File: src/rtl/frame_parity_checker_sat_counter.sv
// Saturating beat counter: counts up to LIMIT, then holds and raises a sticky
// saturation flag on every further increment until cleared.
module sat_counter #(
    parameter int CNT_W = 5,
    parameter int LIMIT = 16
) (
    input  logic             clk,
    input  logic             reset,
    input  logic             clr_i,
    input  logic             inc_i,
    output logic [CNT_W-1:0] count_o,
    output logic             sat_o
);

    logic [CNT_W-1:0] count_q, count_d;
    logic             sat_q, sat_d;

    always_comb begin
        count_d = count_q;
        sat_d   = sat_q;
        if (clr_i) begin
            count_d = '0;
            sat_d   = 1'b0;
        end else if (inc_i) begin
            if (count_q == CNT_W'(LIMIT)) begin
                sat_d = 1'b1;
            end else begin
                count_d = count_q + 1'b1;
            end
        end
    end

    always_ff @(posedge clk or negedge reset) begin
        if (!reset) begin
            count_q <= '0;
            sat_q   <= 1'b0;
        end else begin
            count_q <= count_d;
            sat_q   <= sat_d;
        end
    end

    assign count_o = count_q;
    assign sat_o   = sat_q;

endmodule

File: config.mk
export PLATFORM = sky130hd
export DESIGN_NAME = sat_counter
export DESIGN_NICKNAME = d
export VERILOG_FILES = /design/src/rtl/frame_parity_checker_sat_counter.sv
export SDC_FILE = /design/constraint.sdc
export NUM_CORES = 1
export LEC_CHECK = 0
export CAP_MARGIN = 10
export CORE_AREA = 2 2 39 41
export CTS_BUF_LIST = sky130_fd_sc_hd__clkbuf_8
export DETAILED_ROUTE_END_ITERATION = 16
export DIE_AREA = 0 0 41 43
export PLACE_DENSITY = 0.47
export SETUP_SLACK_MARGIN = 0.05
export SKIP_CTS_REPAIR_TIMING = 1
export SYNTH_ARGS = -nofsm -noshare
export SYNTH_HDL_FRONTEND = slang
export SYNTH_SLANG_ARGS = --single-unit
File: constraint.sdc
create_clock -name clk -period 2.07 [get_ports clk]
set_clock_uncertainty 0.2 [all_clocks]
set_input_delay 0.3105 -clock clk [delete_from_list [all_inputs] [get_ports clk]]
set_output_delay 0.3105 -clock clk [all_outputs]
set_load 0.02 [all_outputs]
==> flow_summary.ini <==
[status]
status = completed

[floorplanning]
core_area_um2 = 1380
die_w_um = 41
io_pins = 10
die-area_um2 = 1760
die_h_um = 43
num_rows = 14
initial_utilization = 0.227

[hold_path]
hp-class = in -> async

[pwr]
swShare = 0.224
power-per-cell-area_nw_per_um2 = 738
internal_power_mw = 0.266
power.switching_mw = 0.0770
combPwrFrac = 0.111
seq_power_share = 0.369
ir_drop_uv = 263
p_leak_nw = 0.200
clockPowerShare = 0.519

[worst_setup_path]
cp_data_arrival_time_ps = 1270
critPathMaxFanout = 5
required_ps = 1560
cp_num_buf_inv = 1
critPathSlowestCell = clkdlybuf4s50_1
path_class = reg -> out
endpoint_kind = output port
max_stage_delay_ps = 640
path_delay_family = buffers and inverters
start_kind = flip-flop
path_cells = clkdlybuf4s50_1

[routing]
drt_wl_total_um = 641
drc = 0
drt-initial-drc-count = 4
wl_per_cell_um = 11.1
viasPerCell = 4.34
first_pass_iters = 3
drt.antenna.violating_nets = 0
via_count = 252

[clock_tree]
htreeDepth = 1
path_clk_slew_ps = 40
cts_tree = done
clockBufferDepth = 2
numCtsBuffers = 3
cts_sinks = 6
cts-root-buf = clkbuf_8
clk_latency_ps = 230

[timing]
fin_crit_sh = 0.862
rsz0062_at_grt = false
period_needed_ps = 1780
slew_viol_final = 0
worstMarginPinSlew_ps = 283
relSlewSlack = 0.811
final-hold-violation-count = 0
fmax_mhz = 560
setup_viol = 0
setup_tns_ps = 0

[logic_synthesis]
yosys_warnings = 0
avgSynthCellArea_um2 = 10.5
syn_area_um2 = 314
synth_fp_nets = 36
syn_inst = 30
ys_ff_latch = 6
synthDistinctLibCells = 14
synth-seq-area-share = 0.478

[placed_design]
port_buffers = 9
gp_congestion = 0.711

[global_route]
antenna_found_initial = 0
grt_pass1_wl_mm = 1.13
grt_usage = 0.101
grt_max_degree = 9
gr-total-overflow = 0
first_global_vias = 273

[final_layout]
fin_nets = 50
layout-drive-gt1-share = 0.143
final_util = 0.336
antenna_cells = 0
synthToLayoutAreaGrowth_pct = 48.2

[job]
max_cap_viol_count = 0
## power groups by stage
| stage | Sequential (mW) | Combinational, mW | Clock [mW] |
|---|---|---|---|
| floorplan | 0.132 | 0.0127 | 0 |
| global placement | 0.128 | 0.0377 | 0 |
| detailed placement | 0.128 | 0.0389 | 0 |
| CTS | 0.127 | 0.0392 | 0.183 |
| global route | 0.128 | 0.0421 | 0.189 |
| finish | 0.127 | 0.0382 | 0.178 |
## final cells by class
| type | count | area, um2 |
|---|---|---|
| Clock buffer | 3 | 41.3 |
| Inverter | 2 | 7.51 |
| Fill cell | 140 | 918 |
| Multi-Input combinational cell | 22 | 156 |
| Sequential cell | 6 | 150 |
| Timing Repair Buffer | 9 | 90.1 |
| Tap cell | 16 | 20.0 |
## layer usage
layer / vias up / wire (um) / GRT usage
li1: 125 / - / -
met1: 118 / 274 / 0.111
met2: 7 / 304 / 0.141
met3: 2 / 42 / 0.0471
met4: 0 / 19 / 0.0800
met5: - / 0 / 0
## kinds of logic (layout without fill, tap and decap cells)
kind of cell | after synthesis | in the layout | share of synthesized area
AOI/OAI and AO/OA | 2 | 2 | 0.0319
xor gates and xnor gates | 2 | 2 | 0.0558
adders and majority gates | 2 | 2 | 0.0797
buffers and inverters | 2 | 14 | 0.0239
DFF | 6 | 6 | 0.478
muxes | 2 | 2 | 0.0677
and+or+nand+nor | 14 | 14 | 0.263
## worst paths after layout
kind	from	end	slack, ps	cells past startpoint
max	count_o[1]$_DFFE_PN0P_	count_o[1]	290	1
min	reset	count_o[2]$_DFFE_PN0P_	130	1
max reg2reg	count_o[0]$_DFFE_PN0P_	count_o[0]$_DFFE_PN0P_	380	5
min reg2reg	sat_o$_DFFE_PN0P_	sat_o$_DFFE_PN0P_	310	2
max in group asynchronous	reset	count_o[3]$_DFFE_PN0P_	1320	1
min in group clk	sat_o$_DFFE_PN0P_	sat_o$_DFFE_PN0P_	310	2
## layout by cell type, fill, tap and decap left out
cell,instances
nand2_1,2
mux2_2,1
inv_1,2
or3_1,1
clkbuf_8,3
nand4_1,2
xor2_1,2
clkdlybuf4s50_1,9
nand2b_1,2
and4bb_4,1
nor2_1,5
nor2b_2,1
a21oi_1,2
dfrtp_1,6
ha_1,2
mux2i_1,1
## synth_stat cells
master	number	share of area
dfrtp_1	6	0.48
nor2_1	5	0.060
a21oi_1	2	0.032
ha_1	2	0.080
inv_1	2	0.024
nand2_1	2	0.024
nand2b_1	2	0.040
nand4_1	2	0.040
xor2_1	2	0.056
and4bb_4	1	0.052
mux2_2	1	0.036
mux2i_1	1	0.032
nor2b_2	1	0.028
or3_1	1	0.020
## registers in the layout, summed over array words and instances, names as in the netlist
register,count
sat_o,1
count_o,5
## per-stage QoR
stage                     hold slack, ps  instances  total power [mW]  worst slack [ps]  area, um2
after floorplan                     -185         30             0.145               316        314
after global placement               323         55             0.166               365        424
after detailed placement             306         55             0.167               349        424
after CTS                            142         58             0.350               277        465
after global routing                 153         58             0.359               247        465
final                                130         58             0.343               285        465
Power figures use the tool's default switching activity.
